**config.mk**
```make
export PLATFORM = sky130hd
export DESIGN_NAME = spi_peripheral
export DESIGN_NICKNAME = d
export VERILOG_FILES = /design/src/rtl/spi_peripheral.sv
export SDC_FILE = /design/constraint.sdc
export NUM_CORES = 1
export LEC_CHECK = 0
export CAP_MARGIN = 20
export CORE_UTILIZATION = 40
export CTS_CLUSTER_DIAMETER = 50
export DETAILED_ROUTE_END_ITERATION = 10
export MAX_ROUTING_LAYER = met4
export PLACE_DENSITY = 0.72
export SYNTH_ARGS = -nofsm -noshare
export SYNTH_HDL_FRONTEND = slang
export SYNTH_SLANG_ARGS = --single-unit
```
**constraint.sdc**
```tcl
create_clock -name clk -period 5.9 [get_ports clk]
set_input_delay 1.475 -clock clk [delete_from_list [all_inputs] [get_ports clk]]
set_output_delay 1.475 -clock clk [all_outputs]
set_load 0.01 [all_outputs]
```
**src/rtl/spi_peripheral.sv**
```systemverilog
// Purpose: SPI target. Oversamples PCLK/CS_n/COPI on clk, supports CPOL/CPHA modes 0-3, and shifts whole words MSB-first.
// Latency: CS_n fall to BUSY/CIPO_OE/first CIPO bit is SYNC_STAGES+1 clk; CS_n rise to RX_VALID is SYNC_STAGES+2 clk.
// Backpressure: none on the SPI side (the master owns the clock); TX_LOAD is taken only while TX_READY=1, otherwise dropped.
module spi_peripheral #(
    parameter int NUM_BYTES   = 2,
    parameter int SYNC_STAGES = 2
) (
    input  logic                           clk,
    input  logic                           rst,
    input  logic                           CPOL,
    input  logic                           CPHA,
    input  logic                           PCLK,
    input  logic                           CS_n,
    input  logic                           COPI,
    output logic                           CIPO,
    output logic                           CIPO_OE,
    input  logic [8*NUM_BYTES-1:0]         D_TX,
    input  logic                           TX_LOAD,
    output logic                           TX_READY,
    output logic [8*NUM_BYTES-1:0]         Q_RX,
    output logic                           RX_VALID,
    output logic [$clog2(NUM_BYTES+1)-1:0] BYTE_COUNT,
    output logic                           BUSY,
    output logic                           OVERRUN
);

    localparam int W   = 8 * NUM_BYTES;
    localparam int BCW = $clog2(W + 2);
    localparam int CW  = $clog2(NUM_BYTES + 1);

    // Bit counter limits: W bits fit the shifters, W+1 marks "at least one extra bit seen".
    localparam logic [BCW-1:0] BIT_MAX  = BCW'(W);
    localparam logic [BCW-1:0] BIT_SAT  = BCW'(W + 1);
    localparam logic [BCW-1:0] BYTE_MAX = BCW'(NUM_BYTES);

    typedef enum logic [1:0] {
        IDLE  = 2'd0,
        SHIFT = 2'd1,
        DONE  = 2'd2
    } state_t;

    state_t state;

    // Synchronizer chains; index SYNC_STAGES-1 is the stage the logic looks at.
    logic [SYNC_STAGES-1:0] pclk_sync;
    logic [SYNC_STAGES-1:0] csn_sync;
    logic [SYNC_STAGES-1:0] copi_sync;
    logic                   pclk_q;
    logic                   csn_q;

    logic pclk_s;
    logic csn_s;
    logic copi_s;
    logic pclk_chg;
    logic lead_edge;
    logic trail_edge;
    logic sample_edge;
    logic shift_edge;
    logic cs_fall;
    logic cs_rise;
    logic start_xfer;

    logic [W-1:0]   pending;
    logic [W-1:0]   tx_shift;
    logic [W-1:0]   rx_shift;
    logic [BCW-1:0] bit_cnt;
    logic           skip_first;
    logic           ovf;

    logic [BCW-1:0] rx_bytes;
    logic [W-1:0]   rx_aligned;

    // Synchronize the asynchronous SPI pins and keep one extra flop of PCLK/CS_n for edge detection.
    always_ff @(posedge clk) begin
        if (rst) begin
            pclk_sync <= '0;
            csn_sync  <= '1;
            copi_sync <= '0;
            pclk_q    <= 1'b0;
            csn_q     <= 1'b1;
        end else begin
            pclk_sync <= {pclk_sync[SYNC_STAGES-2:0], PCLK};
            csn_sync  <= {csn_sync[SYNC_STAGES-2:0], CS_n};
            copi_sync <= {copi_sync[SYNC_STAGES-2:0], COPI};
            pclk_q    <= pclk_sync[SYNC_STAGES-1];
            csn_q     <= csn_sync[SYNC_STAGES-1];
        end
    end

    assign pclk_s = pclk_sync[SYNC_STAGES-1];
    assign csn_s  = csn_sync[SYNC_STAGES-1];
    assign copi_s = copi_sync[SYNC_STAGES-1];

    // Leading edge leaves the idle level CPOL, trailing edge returns to it.
    assign pclk_chg   = pclk_s ^ pclk_q;
    assign lead_edge  = pclk_chg & (pclk_s != CPOL);
    assign trail_edge = pclk_chg & (pclk_s == CPOL);

    // CPHA picks which edge samples COPI and which advances CIPO.
    assign sample_edge = CPHA ? trail_edge : lead_edge;
    assign shift_edge  = CPHA ? lead_edge  : trail_edge;

    assign cs_fall    = csn_q & ~csn_s;
    assign cs_rise    = ~csn_q & csn_s;
    assign start_xfer = (state == IDLE) && cs_fall;

    // CIPO is simply the MSB of the TX shifter; the shifter is zero outside a transaction.
    assign CIPO = tx_shift[W-1];

    // Whole bytes received, capped at capacity, and the RX word with any partial trailing byte dropped.
    always_comb begin
        rx_bytes = bit_cnt >> 3;
        if (rx_bytes > BYTE_MAX) begin
            rx_bytes = BYTE_MAX;
        end
        if (bit_cnt > BIT_MAX) begin
            rx_aligned = rx_shift;
        end else begin
            rx_aligned = rx_shift >> bit_cnt[2:0];
        end
    end

    // Pending-response register: a load is accepted only when empty; a transaction start empties it.
    // A load in the same cycle as a start wins, so that word stays pending for the next transaction.
    always_ff @(posedge clk) begin
        if (rst) begin
            pending  <= '0;
            TX_READY <= 1'b1;
        end else begin
            if (start_xfer) begin
                TX_READY <= 1'b1;
            end
            if (TX_LOAD && TX_READY) begin
                pending  <= D_TX;
                TX_READY <= 1'b0;
            end
        end
    end

    // Transaction FSM: IDLE waits for select, SHIFT moves bits on PCLK edges, DONE publishes the result.
    always_ff @(posedge clk) begin
        if (rst) begin
            state      <= IDLE;
            tx_shift   <= '0;
            rx_shift   <= '0;
            bit_cnt    <= '0;
            skip_first <= 1'b0;
            ovf        <= 1'b0;
            Q_RX       <= '0;
            RX_VALID   <= 1'b0;
            BYTE_COUNT <= '0;
            BUSY       <= 1'b0;
            CIPO_OE    <= 1'b0;
            OVERRUN    <= 1'b0;
        end else begin
            RX_VALID <= 1'b0;
            case (state)
                IDLE: begin
                    if (cs_fall) begin
                        // TX_READY=1 means nothing is pending, so the response is all zeros.
                        tx_shift   <= TX_READY ? '0 : pending;
                        rx_shift   <= '0;
                        bit_cnt    <= '0;
                        ovf        <= 1'b0;
                        // With CPHA=1 bit 0 is already on CIPO, so the first leading edge must not shift.
                        skip_first <= CPHA;
                        BUSY       <= 1'b1;
                        CIPO_OE    <= 1'b1;
                        state      <= SHIFT;
                    end
                end

                SHIFT: begin
                    if (sample_edge) begin
                        if (bit_cnt < BIT_MAX) begin
                            rx_shift <= {rx_shift[W-2:0], copi_s};
                        end else begin
                            ovf <= 1'b1;
                        end
                        if (bit_cnt != BIT_SAT) begin
                            bit_cnt <= bit_cnt + BCW'(1);
                        end
                    end
                    if (shift_edge) begin
                        if (skip_first) begin
                            skip_first <= 1'b0;
                        end else begin
                            tx_shift <= {tx_shift[W-2:0], 1'b0};
                        end
                    end
                    // A sample in this same cycle still lands because DONE reads the updated shifter.
                    if (cs_rise) begin
                        state <= DONE;
                    end
                end

                DONE: begin
                    Q_RX       <= rx_aligned;
                    BYTE_COUNT <= CW'(rx_bytes);
                    OVERRUN    <= ovf;
                    RX_VALID   <= 1'b1;
                    BUSY       <= 1'b0;
                    CIPO_OE    <= 1'b0;
                    tx_shift   <= '0;
                    state      <= IDLE;
                end

                default: begin
                    state <= IDLE;
                end
            endcase
        end
    end

endmodule

```
==> impl_metrics.py <==
metrics = {
    "run_status": {
        "status": "complete, no violations",
    },
    "sta": {
        "clock.fmax_mhz": 305,
        "skew_ns": 0.0168,
        "grt_setup_unrepaired": "false",
        "final.min_clock_period_ns": 3.28,
        "tightest_slew_ns": 0.917,
        "timing.final.ws_setup_ns": 2.62,
        "fin_tns_setup_ns": 0,
        "timing.final.crit_share_pct": 55.6,
        "report.final.slew_viol_count": 0,
        "setup_viol": 0,
        "relSlewSlack_pct": 38.9,
        "hold_viol_final": 0,
    },
    "routing": {
        "vias_per_cell": 5.51,
        "drc_errors": 0,
        "wl_per_cell_um": 14.4,
        "totalWireLength_mm": 9.17,
        "final_antenna_net_count": 0,
        "vias": 3507,
        "drt_iter0_drc": 241,
        "drtPass1Iterations": 4,
    },
    "clocking": {
        "post_cts_resized": 0,
        "htree_num_levels": 3,
        "cts_made_buffers": 9,
        "cts_hold_buf": 0,
        "cts.clk_slew.worst_paths_ns": 0.09,
        "clockRootBuffer": "clkbuf_8",
        "clkSinkCount": 87,
        "clock_path_buffers": 2,
        "cts_tree": "done",
        "clock_latency_ns": 0.38,
        "postCtsSetupBuffers": 0,
    },
    "global_route": {
        "grt_use_met1_pct": 25.9,
        "grt-ovfl-total": 0,
        "use_met2_pct": 29.1,
        "first_global_vias": 3243,
        "grt_max_degree": 88,
        "busiest_layer": "met2",
        "met3_usage_pct": 3.83,
        "grt_use_total_pct": 19.2,
        "antenna_found_initial": 0,
        "grt_pass1_wl_mm": 15.5,
    },
    "floorplan": {
        "core_area_sq_um": 9860,
        "io_pins": 48,
        "fp.dieW_um": 103,
        "die_y_um": 103,
        "dieArea_sq_um": 10700,
        "initial_core_util_pct": 41.5,
        "num_rows": 36,
    },
    "critical_path": {
        "cp-start-kind": "primary input",
        "crit_fanout": 22,
        "worstSetupPathType": "in2reg",
        "required_ns": 6.19,
        "arrival_ns": 3.57,
        "critPathCaptureType": "register",
        "reg2reg_slack_ns": 3.05,
    },
    "synthesis": {
        "synth_ff_type": "dfxtp_1",
        "synth_cells": 481,
        "synth_fp_nets": 512,
        "synth_cell_types": 38,
        "synth.avg_cell_area_sq_um": 8.52,
        "seq_area_frac_synth_pct": 42.5,
        "async_reset_ff_share_pct": 0,
        "ys_warn_count": 0,
        "synth_area_sq_um": 4100,
        "synth_edf_count": 0,
        "ys_ff_latch": 87,
    },
    "place": {
        "portBuffers": 47,
        "dp.final_hpwl_mm": 5.85,
        "place_congestion": 0.807,
        "pre_cts_ws_ns": 2.24,
    },
    "finish": {
        "syn_to_final_growth_pct": 17.3,
        "layout-drive-gt1-share_pct": 8.15,
        "final_util_pct": 48.7,
        "diodes": 0,
        "nets": 529,
    },
    "hold_path": {
        "hold_class": "reg2reg",
    },
    "power_and_ir_drop": {
        "vdd_drop_max_v": 0.000143,
        "p_per_area_nw_per_um2": 238,
        "power.leakage_nw": 1.56,
        "power_w": 0.00114,
    },
    "job": {
        "maxCapViolCount": 0,
    },
}
## state kept, by name, summed over array words and instances, names as in the netlist, 2 cells and up
signal / flops
Q_RX: 16
pending: 16
rx_shift: 16
tx_shift: 16
bit_cnt: 5
BYTE_COUNT: 2
copi_sync: 2
csn_sync: 2
pclk_sync: 2
state: 2
## power breakdown
group          internal [W]  switching (W)  leakage (nW)
logic             0.0000462      0.0000615         0.755
clock network      0.000168       0.000247         0.101
registers          0.000608      0.0000139         0.708
total              0.000822       0.000322          1.56
## synth_stat cells (3+ instances only)
library cell | number | area [sq um]
dfxtp_1 | 87 | 1740
nand2_1 | 52 | 195
a21oi_1 | 51 | 255
nor2_1 | 49 | 184
clkbuf_1 | 39 | 146
a211oi_1 | 29 | 218
o21ai_0 | 22 | 110
nand4_1 | 20 | 125
a31oi_1 | 16 | 100
nor3b_1 | 15 | 113
a221oi_1 | 13 | 114
mux4_2 | 11 | 248
nor2b_1 | 10 | 62.6
ha_1 | 7 | 87.6
inv_1 | 7 | 26.3
mux2i_1 | 6 | 60.1
nand3_1 | 5 | 25.0
nor3_1 | 5 | 25.0
and2_1 | 4 | 25.0
buf_1 | 4 | 15.0
buf_2 | 4 | 20.0
nand2b_1 | 4 | 25.0
or2_2 | 3 | 18.8
## kinds of logic after synthesis
kind of cell	Yosys count	share of synthesized area [%]
flops	87	42.5
fa+ha+maj	7	2.14
compound gates	142	21.7
buf+inv	55	5.25
xor+xnor	1	0.397
simple gates	171	20.2
mux	18	7.79
## area by class of cell
class	instances	area, sq um
Timing Repair Buffer	54	538
Sequential cell	87	1740
Fill cell	908	5060
Multi-Input combinational cell	339	2140
Inverter	7	26.3
Tap cell	133	166
Clock inverter	7	68.8
Clock buffer	9	124
## cell usage in the layout (no fill, tap or decap), drive strengths merged, types with 2 or more instances in the layout
master and count:
nand3 5, mux2i 6, a211o 2, nor2b 10
dfxtp 87, nor3b 15, a21o 2, or2 3
a21oi 51, a211oi 30, and2 4, ha 7
nand2 52, o211ai 2, a221oi 13, nand4 20
mux4 11, nor3 5, inv 14, clkbuf 9
buf 8, nor2 49, clkdlybuf4s50 46, o21ai 22
nand2b 4, a31oi 16
## final timing paths
kind                                   from          end  cells after the start
worst max-delay path                   CPHA   bit_cnt[4]                      6
worst min-delay path            csn_sync[0]  csn_sync[1]                      1
worst max register to register     state[1]   bit_cnt[4]                      7
worst min register to register  csn_sync[0]  csn_sync[1]                      1
## stage by stage
stage / std cells / cell area, sq um / hold WS, ns
detailed placement: 618 / 4580 / 0.397
floorplan: 481 / 4100 / 0.389
global route: 636 / 4800 / 0.434
global placement: 618 / 4580 / 0.393
finish: 636 / 4800 / 0.416
CTS: 634 / 4770 / 0.420
## metal layers
metal | up-vias | wire length [um]
li1 | 1785 | -
met1 | 1639 | 4630
met2 | 73 | 4090
met3 | 10 | 330
met4 | 0 | 119
met5 | - | 0
## critical path, stage by stage
cell and delay [ns]:
clkdlybuf4s50_1 0.52, xor2_2 0.22, mux2i_1 0.12, a211o_1 0.53
or4_1 0.53, a31oi_1 0.17
(Power assumes the default switching activity.)
